**src/rtl/opamp_chan_sequencer_if.sv**
```systemverilog
// Config bus between the pin-driven config port and the opamp channel sequencer.
interface opamp_chan_sequencer_if;
  logic [7:0] cfg_data;
  logic       cfg_strobe;
  logic [7:0] rd_data;

  modport master (
    output cfg_data,
    output cfg_strobe,
    input  rd_data
  );

  modport slave (
    input  cfg_data,
    input  cfg_strobe,
    output rd_data
  );
endinterface

```
**src/rtl/opamp_chan_sequencer.sv**
```systemverilog
// Power-up sequencer and trim/mask register bank for on-die opamp channels.
// Optional registered readback on rd_data is enabled by defining OPAMP_SEQ_READBACK_EN.
module opamp_chan_sequencer #(
  parameter int unsigned NUM_CH       = 4,
  parameter int unsigned TRIM_W       = 3,
  parameter int unsigned SETTLE_SHIFT = 2
) (
  input  logic                       clk,
  input  logic                       rst_n,
  input  logic                       ena,
  input  logic                       start,
  input  logic                       stop,
  opamp_chan_sequencer_if.slave      cfg,
  output logic [NUM_CH-1:0]          ch_en,
  output logic [NUM_CH*TRIM_W-1:0]   ch_trim,
  output logic                       busy,
  output logic                       ready,
  output logic                       err,
  output logic [2:0]                 cur_ch
);

  typedef enum logic [1:0] {StIdle, StStep, StSettle, StRun} state_e;

  state_e              state_q;
  logic [NUM_CH-1:0]   ch_en_q;
  logic [2:0]          cur_ch_q;
  logic [7:0]          cnt_q;
  logic [TRIM_W-1:0]   trim_q [NUM_CH];
  logic [NUM_CH-1:0]   mask_q;
  logic [4:0]          settle_q;
  logic                err_q;
  logic                strobe_q;

  logic [2:0]          addr;
  logic [4:0]          payload;
  logic                strobe_edge;
  logic                wr_ok;
  logic                wr_rej;
  logic                cur_mask;
  logic [NUM_CH-1:0]   cur_onehot;
  logic                last_ch;
  logic                abort;

  assign addr        = cfg.cfg_data[7:5];
  assign payload     = cfg.cfg_data[4:0];
  assign strobe_edge = cfg.cfg_strobe & ~strobe_q;
  assign wr_ok       = strobe_edge & ena & (state_q == StIdle);
  assign wr_rej      = strobe_edge & ~(ena & (state_q == StIdle));
  assign last_ch     = (cur_ch_q == 3'(NUM_CH - 1));
  assign abort       = (state_q != StIdle) & (stop | ~ena);

  // Decode cur_ch by comparison so no select is wider than the channel vector.
  always_comb begin
    cur_mask   = 1'b0;
    cur_onehot = '0;
    for (int i = 0; i < NUM_CH; i++) begin
      if (cur_ch_q == 3'(i)) begin
        cur_mask      = mask_q[i];
        cur_onehot[i] = 1'b1;
      end
    end
  end

  always_comb begin
    ch_trim = '0;
    for (int i = 0; i < NUM_CH; i++) begin
      ch_trim[i*TRIM_W +: TRIM_W] = trim_q[i];
    end
  end

  always_ff @(posedge clk) begin
    if (!rst_n) begin
      strobe_q <= 1'b0;
      mask_q   <= '1;
      settle_q <= '0;
      err_q    <= 1'b0;
      for (int i = 0; i < NUM_CH; i++) begin
        trim_q[i] <= '0;
      end
    end else begin
      strobe_q <= cfg.cfg_strobe;
      if (wr_rej) begin
        err_q <= 1'b1;
      end
      if (wr_ok) begin
        if (addr == 3'd7) begin
          settle_q <= payload;
        end
        for (int i = 0; i < NUM_CH; i++) begin
          if (addr == 3'(i)) begin
            trim_q[i] <= payload[TRIM_W-1:0];
            mask_q[i] <= payload[4];
          end
        end
      end
    end
  end

  always_ff @(posedge clk) begin
    if (!rst_n) begin
      state_q  <= StIdle;
      ch_en_q  <= '0;
      cur_ch_q <= '0;
      cnt_q    <= '0;
    end else if (abort) begin
      state_q  <= StIdle;
      ch_en_q  <= '0;
      cur_ch_q <= '0;
      cnt_q    <= '0;
    end else begin
      unique case (state_q)
        StIdle: begin
          if (start && ena && !stop) begin
            state_q  <= StStep;
            cur_ch_q <= '0;
          end
        end
        StStep: begin
          if (cur_mask) begin
            ch_en_q <= ch_en_q | cur_onehot;
            cnt_q   <= {3'b000, settle_q} << SETTLE_SHIFT;
            state_q <= StSettle;
          end else if (last_ch) begin
            state_q <= StRun;
          end else begin
            cur_ch_q <= cur_ch_q + 3'd1;
            state_q  <= StStep;
          end
        end
        StSettle: begin
          if (cnt_q != 8'd0) begin
            cnt_q <= cnt_q - 8'd1;
          end else if (last_ch) begin
            state_q <= StRun;
          end else begin
            cur_ch_q <= cur_ch_q + 3'd1;
            state_q  <= StStep;
          end
        end
        StRun: begin
          state_q <= StRun;
        end
      endcase
    end
  end

  assign ch_en  = ch_en_q;
  assign cur_ch = cur_ch_q;
  assign err    = err_q;
  assign busy   = (state_q == StStep) || (state_q == StSettle);
  assign ready  = (state_q == StRun);

`ifdef OPAMP_SEQ_READBACK_EN
  logic [7:0] rd_q;
  logic [7:0] rd_next;

  // Show the post-edge contents: new value if the write lands, old value if rejected.
  always_comb begin
    rd_next = 8'h00;
    if (addr == 3'd7) begin
      rd_next = {3'b000, (wr_ok ? payload : settle_q)};
    end
    for (int i = 0; i < NUM_CH; i++) begin
      if (addr == 3'(i)) begin
        rd_next = wr_ok ? {payload[4], 3'b000, 4'(payload[TRIM_W-1:0])}
                        : {mask_q[i], 3'b000, 4'(trim_q[i])};
      end
    end
  end

  always_ff @(posedge clk) begin
    if (!rst_n) begin
      rd_q <= 8'h00;
    end else if (strobe_edge) begin
      rd_q <= rd_next;
    end
  end

  assign cfg.rd_data = rd_q;
`else
  assign cfg.rd_data = 8'h00;
`endif

endmodule

```
**src/flat_wrapper.sv**
```systemverilog
// flat-port wrapper written by rule: the top's interface ports become plain ports
module opamp_chan_sequencer_flat 
#(
  parameter int unsigned NUM_CH       = 4,
  parameter int unsigned TRIM_W       = 3,
  parameter int unsigned SETTLE_SHIFT = 2
)
  (clk, rst_n, ena, start, stop, ch_en, ch_trim, busy, ready, err, cur_ch, cfg_cfg_data, cfg_cfg_strobe, cfg_rd_data);
  opamp_chan_sequencer_if cfg_i ();
  input  logic clk;
  input  logic rst_n;
  input  logic ena;
  input  logic start;
  input  logic stop;
  output logic [NUM_CH-1:0] ch_en;
  output logic [NUM_CH*TRIM_W-1:0] ch_trim;
  output logic busy;
  output logic ready;
  output logic err;
  output logic [2:0] cur_ch;
  input wire logic [$bits(cfg_i.cfg_data)-1:0] cfg_cfg_data;
  input wire logic [$bits(cfg_i.cfg_strobe)-1:0] cfg_cfg_strobe;
  output wire logic [$bits(cfg_i.rd_data)-1:0] cfg_rd_data;
  assign cfg_i.cfg_data = cfg_cfg_data;
  assign cfg_i.cfg_strobe = cfg_cfg_strobe;
  assign cfg_rd_data = cfg_i.rd_data;
  opamp_chan_sequencer #(.NUM_CH(NUM_CH), .TRIM_W(TRIM_W), .SETTLE_SHIFT(SETTLE_SHIFT)) u_core (.clk(clk), .rst_n(rst_n), .ena(ena), .start(start), .stop(stop), .cfg(cfg_i), .ch_en(ch_en), .ch_trim(ch_trim), .busy(busy), .ready(ready), .err(err), .cur_ch(cur_ch));
endmodule
```
**config.mk**
```make
export PLATFORM = sky130hd
export DESIGN_NAME = opamp_chan_sequencer_flat
export DESIGN_NICKNAME = d
export VERILOG_FILES = /design/src/rtl/opamp_chan_sequencer_if.sv /design/src/rtl/opamp_chan_sequencer.sv /design/src/flat_wrapper.sv
export SDC_FILE = /design/constraint.sdc
export NUM_CORES = 1
export LEC_CHECK = 0
export BUFFER_PORTS_ARGS = -buffer_cell sky130_fd_sc_hd__buf_2
export CORE_MARGIN = 2
export CORE_UTILIZATION = 25
export DETAILED_ROUTE_END_ITERATION = 16
export PLACE_DENSITY_LB_ADDON = 0.12
export SLEW_MARGIN = 10
export SYNTH_ARGS = -nofsm -noshare
export SYNTH_HDL_FRONTEND = slang
export SYNTH_SLANG_ARGS = --single-unit
```
**constraint.sdc**
```tcl
create_clock -name clk -period 2.4 [get_ports clk]
set_input_delay 0.48 -clock clk [delete_from_list [all_inputs] [get_ports clk]]
set_output_delay 0.48 -clock clk [all_outputs]
set_load 0.02 [all_outputs]
```
# After elaboration in Yosys (flattened, before gate mapping)

Memories as Yosys holds them, arrays and structs flattened.
Cells that the tools add are included.

Add/subtract/negate cells: 2
Eq/ne operators: 15
Muxes and demuxes: 42
Bitwise logic cells: 16
Reductions and logical operators: 21

Operator list:

| kind                | number |
|---|---|
| $mux 1              | 25 |
| $mux 3              | 8 |
| $mux 8              | 2 |
| $pmux 8 s2          | 1 |
| $reduce_and 2->1    | 7 |
| $eq 3x2->1 const B  | 4 |
| $pmux 3 s3          | 1 |
| $mux 2              | 4 |
| $pmux 2 s4          | 1 |
| $reduce_bool 8->1   | 1 |
| $sub 8x1->8 const B | 1 |
| $and 1x1->1         | 6 |
| $eq 3x1->1 const B  | 2 |
| $logic_not 3->1     | 2 |
| $ne 2x2->1 const B  | 3 |
| $or 1x1->1          | 5 |
| $eq 2x2->1 const B  | 2 |
| $ne 2x1->1 const B  | 2 |
| $not 1->1           | 4 |
| $or 4x4->4          | 1 |
| $reduce_and 4->1    | 1 |
| $reduce_bool 2->1   | 2 |
| $add 3x1->3 const B | 1 |
| $eq 3x3->1 const B  | 1 |
| 8 further kinds     | 9 |

Register bits: 28
Memory bits (writable): 12
Input bits: 14
Output and inout bits: 30
Word-level logic and storage cells: 108
Memories kept: 1

Memory list:

| name          | depth | bits a word | read ports | clocked after memory_dff | wr ports | line                       | RTL |
|---|---|---|---|---|---|---|---|
| u_core.trim_q | 4     | 3           | 4          | 0                        | 4        | opamp_chan_sequencer.sv:28 | `logic [TRIM_W-1:0] trim_q [NUM_CH];` |

# Longest topological paths before layout

Gate-level depths: netlist (run 1).

Depth after elaboration: 8
Gate-level depth with buffers: 7
Gate-level depth less buffers: 7

# Worst setup path before layout (run 1)

OpenSTA, ideal clock, no wires.

Path kind: reg-to-reg
Start point: register u_core.cur_ch_q[0], in the netlist u_core.cur_ch[0]
End point: register u_core.cnt_q[0]
Library setup time: 0.126 ns
Arrival time: 2.177 ns
Required time: 2.274 ns
Setup slack: 0.097 ns
Cell stages (with the launch flop): 8
Path buffers: 0
Period minus slack after synthesis: 2.303 ns
Cells stage by stage: dfxtp_1 > inv_1 > ha_1 > and3b_1 > a2111oi_0 > o31ai_1 > and3_1 > o2bb2ai_1

Word-level cells in the longest chain between the ends: 7
Elaborated cells between the ends (all ways): 10
Classes of those cells: eq/ne (4); mux (4); reduce/logical (2)

Ends and longest elaborated chain:

| what                           | line                        | RTL |
|---|---|---|
| start: declaration             | opamp_chan_sequencer.sv:26  | `logic [2:0] cur_ch_q;` |
| start signal: assignment       | opamp_chan_sequencer.sv:126 | `cur_ch_q <= cur_ch_q + 3'd1;` |
| start signal: assignment       | opamp_chan_sequencer.sv:136 | `cur_ch_q <= cur_ch_q + 3'd1;` |
| $logic_not 3->1                | opamp_chan_sequencer.sv:57  | `if (cur_ch_q == 3'(i)) begin` |
| $mux 1 (3 in a row)            | opamp_chan_sequencer.sv:57  |  |
| $mux 1 (*)                     | opamp_chan_sequencer.sv:57  |  |
| $ne 2x1->1 (no line) (*)       | -                           |  |
| $reduce_and 3->1 (no line) (*) | -                           |  |
| end signal: assignment         | opamp_chan_sequencer.sv:121 | `cnt_q <= {3'b000, settle_q} << SETTLE_SHIFT;` |
| end signal: assignment         | opamp_chan_sequencer.sv:132 | `cnt_q <= cnt_q - 8'd1;` |
| end: declaration               | opamp_chan_sequencer.sv:27  | `logic [7:0] cnt_q;` |

Mark *: on every way between the ends. The rest lies on a longest branch, timed or not.
A chain may end at the register's enable or synchronous reset.

# Worst setup path in the final report (run 1)

Start point: register u_core.cur_ch_q[1], in the netlist u_core.cur_ch[1]
End point: register u_core.cnt_q[2]

Same word-level chain as after synthesis.

==> results.md, run 1 <==
* Final setup viols at 0
* Leak Pwr at 0.00100 uW
* Period minus WS final at 2.18 ns
* Status: complete, no violations
* Worst hold path class: input port to flip-flop
* Post_cts resized at 0
* HPWL after DPL at 3.72 mm
* Vias after detailed routing at 1,585
* Global-route wire length before repair at 7.98 mm
* Fin area at 2510 um^2
* Max-slew violations at 0
* Pin count of the biggest net entering global routing at 18
* RePlAce Congestion at 0.773
* Clk_lat worst skew at 0.29 ns
* Critical path depth at 8
* Worst slew pin tran at 0.552 ns
* Total CTS buffers at 5
* Worst Setup EP: u_core.cnt_q[2]
* Top-area cell type share of the netlist area at 27.0%
* DRC viols at 0
* Core area at 8130 um^2
* Final Net Count at 287
* Setup crit end kind: flip-flop
* Final Hold Fails at 0
* Max_cap viols at 0
* Number of port buffers at 35
* Mean Syn Cell Area at 9.65 um^2
* Grt ovf at 0
* Setup tns final at 0 ns
* Worst Hold Depth at 2
* DR WL/cell at 13.4 um
* Critical-path cell list: inv_1, ha_1, and3b_1, a2111oi_0, buf_4, o31a_1, nor2_1, mux2i_1
* Number of synthesized flops with an enable pin at 12
* Fin util at 30.8%
* TritonCTS Sinks at 40
* Maximum VDD drop at 227 uV
* N_diodes at 0
* Hold Buf Count CTS at 0
* Iteration-0 DRC Markers at 59
* CP arrival at 2.40 ns
* # IOs at 44
* Ratio of cells with drive above 1 in the final layout at 21.8%
* Initial antenna violation count at 0
* Setup repair bufs after CTS at 0
* Post-synthesis sequential area ratio at 44.4%
* Clock slew at reported path FFs at 0.08 ns
* GR Util All Layers at 11.8%
* Synth unique cells at 49
* Worst hold slack at 0.432 ns
* Max-slew headroom at 63.1%
* Worst Setup SP: u_core.cur_ch[1]
* CP max FO at 6
* Mapped cell area at 2080 um^2
* Die Wd at 95.1 um
* Die Area at 9050 um^2
* RSZ-0062 raised after global routing: no
* TritonRoute pass-1 iters at 4
* WP buf/inv at 2
* CTS tree: yes
* Vias in the first global route at 1,535
* Vias per cell at 4.32
* Worst R2R Path Depth at 8
* Reg2reg setup slack at 0.22 ns
* Worst path top cell family by delay: simple AND/OR/NAND/NOR gates
* Worst Skew at 0.00610 ns
* Dominant cell type by area after synthesis: dfxtp_1
* Clock root buffer: clkbuf_8
* Async SR Flop Fraction at 0%
* Area delta synth->final at 20.9%
* # rows at 33
* Synth warnings at 0
* Largest stage delay, worst path at 0.42 ns
* Fraction of the cycle the final worst path needs at 90.6%
* Req. time, crit path at 2.62 ns
* Startpoint Class: flip-flop
* PwrDens at 652 nW/um^2
* Reg-to-reg endpoint: u_core.cnt_q[2]
* Post-Route WL at 4.93 mm
* Most area-consuming cells after synthesis: dfxtp_1, edfxtp_1, ha_1
* Max Fclk at 460 MHz
* Post-route ant nets at 0
* Top_reg_cell synth: dfxtp_1
* Crit Path Category: flip-flop to flip-flop
* Starting Density at 25.5%
* Critical-path top delay cell: dfxtp_1
* RR Startpoint: u_core.cur_ch[1]
* Cells after synthesis at 215
* CTS max path bufs at 2
* Die Y at 95.1 um
* Placed cell area at 2400 um^2
* # H-tree levels at 2
* Register bit total from synthesis at 40
* Power, Total at 1640 uW
-- routing by layer --
metal / GRT usage, % / up-vias / wire, um
li1: - / 842 / -
met1: 15.0 / 722 / 2330
met2: 19.5 / 17 / 2410
met3: 2.61 / 4 / 118
met4: 4.35 / 0 / 72
met5: 0 / - / 0
-- logic make-up (layout without fill, tap and decap cells) --
logic type | after synthesis | in the layout | share of synthesized area, %
flops | 40 | 40 | 44.4
buf+inv | 25 | 65 | 5.97
fa+ha+maj | 12 | 12 | 7.23
xor+xnor | 3 | 3 | 1.27
other cells | 1 | 8 | 0.181
compound gates | 48 | 48 | 17.3
simple gates | 78 | 78 | 19.8
mux | 8 | 8 | 3.86
-- per-stage QoR --
| stage | worst slack, ns | instances |
|---|---|---|
| after floorplan | 0.0968 | 222 |
| after global placement | 0.232 | 359 |
| after detailed placement | 0.205 | 359 |
| after CTS | 0.184 | 367 |
| after global routing | 0.0484 | 367 |
| final | 0.225 | 367 |
-- cells in the mapped netlist, types with 2 or more instances --
cell type  count
a21oi_1       10
a211o_1        2
nor2_1        16
nand3_1        3
o2bb2ai_1      2
nand2_1       18
inv_1         14
o21ai_0        6
a211oi_1       4
a31oi_1        4
xnor2_1        2
nor4_1         3
or3b_2         2
o211ai_1       3
ha_1          12
nor3_1         3
dfxtp_1       28
buf_4          8
or3_1          3
clkbuf_1       3
edfxtp_1      12
and2_1        14
mux2i_1        8
nor2b_1        6
o21a_1         2
o22ai_1        2
nand2b_1       3
-- flip-flops by register name (all words and copies together) (netlist names), 2 cells and up --
signal,cells
u_core.cnt_q,8
u_core.trim_q,12
u_core.mask_q,4
u_core.settle_q,5
u_core.ch_en,4
u_core.state_q,2
u_core.cur_ch,3
-- placed cells by master, fill, tap and decap left out, types with 2 or more instances in the layout --
cell type	count
clkbuf_8	5
nor4_1	3
a21oi_1	10
and2_1	14
inv_1	14
conb_1	8
or3b_2	2
xnor2_1	2
a31oi_1	4
nor2b_1	6
dfxtp_1	28
o22ai_1	2
nand3_1	3
o21a_1	2
buf_4	8
o211ai_1	3
edfxtp_1	12
o2bb2ai_1	2
a211o_1	2
mux2i_1	8
a211oi_1	4
nor3_1	3
or3_1	3
nand2_1	18
o21ai_0	6
nand2b_1	3
ha_1	12
buf_2	35
nor2_1	16
-- worst register-to-register path: cells and delay by family (launching register included) --
kind                       cells  cell delay, ns
buffers and inverters          2            0.25
adders and majority gates      1            0.21
AOI/OAI and AO/OA              2            0.38
muxes                          1            0.23
DFF                            1            0.42
and+or+nand+nor                2            0.62
-- power by group --
group	internal, uW	switching [uW]
clock network	308	251
logic	125	205
registers	725	21.3
total	1160	478
-- worst min path at each step --
stage	start	endpoint
after floorplan	u_core.mask_q[2]	u_core.mask_q[2]
after global placement	u_core.err	u_core.err
after detailed placement	u_core.ch_en[0]	u_core.ch_en[0]
after CTS	cfg_cfg_strobe	u_core.strobe_q
after global routing	cfg_cfg_strobe	u_core.strobe_q
final	cfg_cfg_strobe	u_core.strobe_q
-- cell type report --
| class | count | area (um^2) |
|---|---|---|
| clock inverter | 3 | 42.5 |
| sequential | 40 | 921 |
| multi-input combinational | 157 | 1060 |
| timing repair buffer | 43 | 235 |
| fill | 869 | 5630 |
| inverter | 14 | 52.6 |
| clock buffer | 5 | 68.8 |
| tap | 105 | 131 |
No activity file was read; power rests on OpenSTA's default activity.
==> inputs of run 2 (changes only) <==
Settings changed: CORE_ASPECT_RATIO set to 0.7, SETUP_SLACK_MARGIN set to 0.2.
Clock period 2.4 ns to 2.5 ns, I/O delays scaled along.
==> results.md, run 2 (synthesis results as in run 1) <==
* Global-route wire length before repair at 8.08 mm (was 7.98 mm)
* Critical-path cell list: or4_4, o41a_1, a2111oi_4, a211oi_1, a31o_1 (was inv_1, ha_1, and3b_1, a2111oi_0, buf_4, o31a_1, nor2_1, mux2i_1)
* Status: finished, violations left (was complete, no violations)
* Max-slew violations at 0 (unchanged)
* CP arrival at 2.33 ns (was 2.40 ns)
* Crit Path Category: flip-flop to flip-flop (unchanged)
* Setup crit end kind: flip-flop (unchanged)
* Power, Total at 1730 uW (was 1640 uW)
* Final Net Count at 286 (was 287)
* Max Fclk at 464 MHz (was 460 MHz)
* DR WL/cell at 13.6 um (was 13.4 um)
* Die Wd at 113 um (was 95.1 um)
* Clk_lat worst skew at 0.28 ns (was 0.29 ns)
* DRC viols at 3 (was 0)
* Vias per cell at 4.48 (was 4.32)
* # H-tree levels at 2 (unchanged)
* Starting Density at 26.0% (was 25.5%)
* RSZ-0062 raised after global routing: yes (was no)
* PwrDens at 677 nW/um^2 (was 652 nW/um^2)
* Period minus WS final at 2.16 ns (was 2.18 ns)
* Clock root buffer: clkbuf_16 (was clkbuf_8)
* Flip-flop count of the largest register after layout at 12 (unchanged)
* Startpoint Class: flip-flop (unchanged)
* RePlAce Congestion at 0.718 (was 0.773)
* Worst Skew at 0.00711 ns (was 0.00610 ns)
* Ratio of cells with drive above 1 in the final layout at 21.5% (was 21.8%)
* Initial antenna violation count at 0 (unchanged)
* CTS tree: yes (unchanged)
* Commonest cells after routing, fill and taps aside: buf_2, dfxtp_1, nand2_1 (unchanged)
* Core area at 7970 um^2 (was 8130 um^2)
* Die Y at 80.2 um (was 95.1 um)
* Leak Pwr at 0.00102 uW (was 0.00100 uW)
* Most flops, register: u_core.trim_q (unchanged)
* Final setup viols at 0 (unchanged)
* Vias after detailed routing at 1,621 (was 1,585)
* Grt ovf at 0 (unchanged)
* Vias in the first global route at 1,574 (was 1,535)
* Critical-path top delay cell: or4_4 (was dfxtp_1)
* Max_cap viols at 0 (unchanged)
* Setup repair bufs after CTS at 0 (unchanged)
* Worst path top cell family by delay: compound AO/OA/AOI/OAI gates (was simple AND/OR/NAND/NOR gates)
* Area delta synth->final at 22.8% (was 20.9%)
* Pin count of the biggest net entering global routing at 18 (unchanged)
* Fill count at 846 (was 869)
* Die Area at 9060 um^2 (was 9050 um^2)
* Largest stage delay, worst path at 0.56 ns (was 0.42 ns)
* Iteration-0 DRC Markers at 82 (was 59)
* Post-route ant nets at 0 (unchanged)
* GR Util All Layers at 11.6% (was 11.8%)
* Maximum VDD drop at 210 uV (was 227 uV)
* Req. time, crit path at 2.68 ns (was 2.62 ns)
* TritonCTS Sinks at 40 (unchanged)
* Failing checks: DRC
* CTS max path bufs at 2 (unchanged)
* Clock slew at reported path FFs at 0.06 ns (was 0.08 ns)
* CP max FO at 5 (was 6)
* Number of port buffers at 35 (unchanged)
* Max-slew headroom at 58.4% (was 63.1%)
* # IOs at 44 (unchanged)
* Reg2reg setup slack at 0.34 ns (was 0.22 ns)
* Worst hold path class: input port to flip-flop (unchanged)
* Final Hold Fails at 0 (unchanged)
* Post-Route WL at 4.91 mm (was 4.93 mm)
* Fraction of the cycle the final worst path needs at 86.3% (was 90.6%)
* Worst slew pin tran at 0.619 ns (was 0.552 ns)
* Largest regs: u_core.trim_q (12), u_core.cnt_q (8), u_core.settle_q (5) (unchanged)
* TritonRoute pass-1 iters at 10 (was 4)
* Commonest non-fill, non-tap cell in the layout: buf_2 (unchanged)
* Setup tns final at 0 ns (unchanged)
* HPWL after DPL at 3.72 mm (about the same)
* N_diodes at 0 (unchanged)
* Total CTS buffers at 5 (unchanged)
* WP buf/inv at 0 (was 2)
* # rows at 27 (was 33)
run 2: cell types whose count changed in the layout (fill, tap and decap cells not counted), sizes merged:
cell      delta
buf          -1
bufinv       -1
clkinvlp     -1
clkinv       -1
clkbuf       +3
run 2: power breakdown:
group | internal [uW] | switching [uW]
Clock | 425 | 257
Combinational | 123 | 202
Sequential | 698 | 21.3
run 2: layout make-up:
class	count	area, um^2	area share, %
tap	101	126	4.96
inverter	14	52.6	2.06
clock buffer	8	156	6.14
multi-input combinational	157	1060	41.8
timing repair buffer	42	228	8.93
sequential	40	921	36.1
run 2: metal layers:
layer | GRT usage, % | vias to the layer above | share of wire [%]
met3 | 3.85 | 4 | 5.0
met2 | 15.9 | 30 | 38
li1 | - | 840 | -
met4 | 3.90 | 0 | 0.92
met5 | 0 | - | 0
met1 | 16.7 | 747 | 56
run 2: per-stage QoR:
stage                     cell area (um^2)  std cells  utilization, %  hold WS, ns  setup WS, ns
final                                 2550        362            32.0        0.468         0.343
after global routing                  2550        362            32.0        0.472         0.197
after CTS                             2540        362            31.9        0.461         0.350
after detailed placement              2390        354            29.9        0.458         0.349
after global placement                2390        354            29.9        0.457         0.322
after floorplan                       2100        222               -        0.459         0.342
run 2: path summary, 6_finish.rpt:
check | start | endpoint | depth (start not counted)
setup reg to reg | u_core.cnt_q[4] | u_core.cur_ch[0] | 5
hold / removal | cfg_cfg_strobe | u_core.strobe_q | 2
setup / recovery | u_core.cnt_q[4] | u_core.cur_ch[0] | 5
hold reg to reg | u_core.err | u_core.err | 1
run 2: timing repair:
item | in CTS | in global routing
endpoints found under the setup margin | 0 | 1
hold buffers | 0 | 0
gates resized for setup | 0 | 1
hold endpoints to repair | 0 | 0
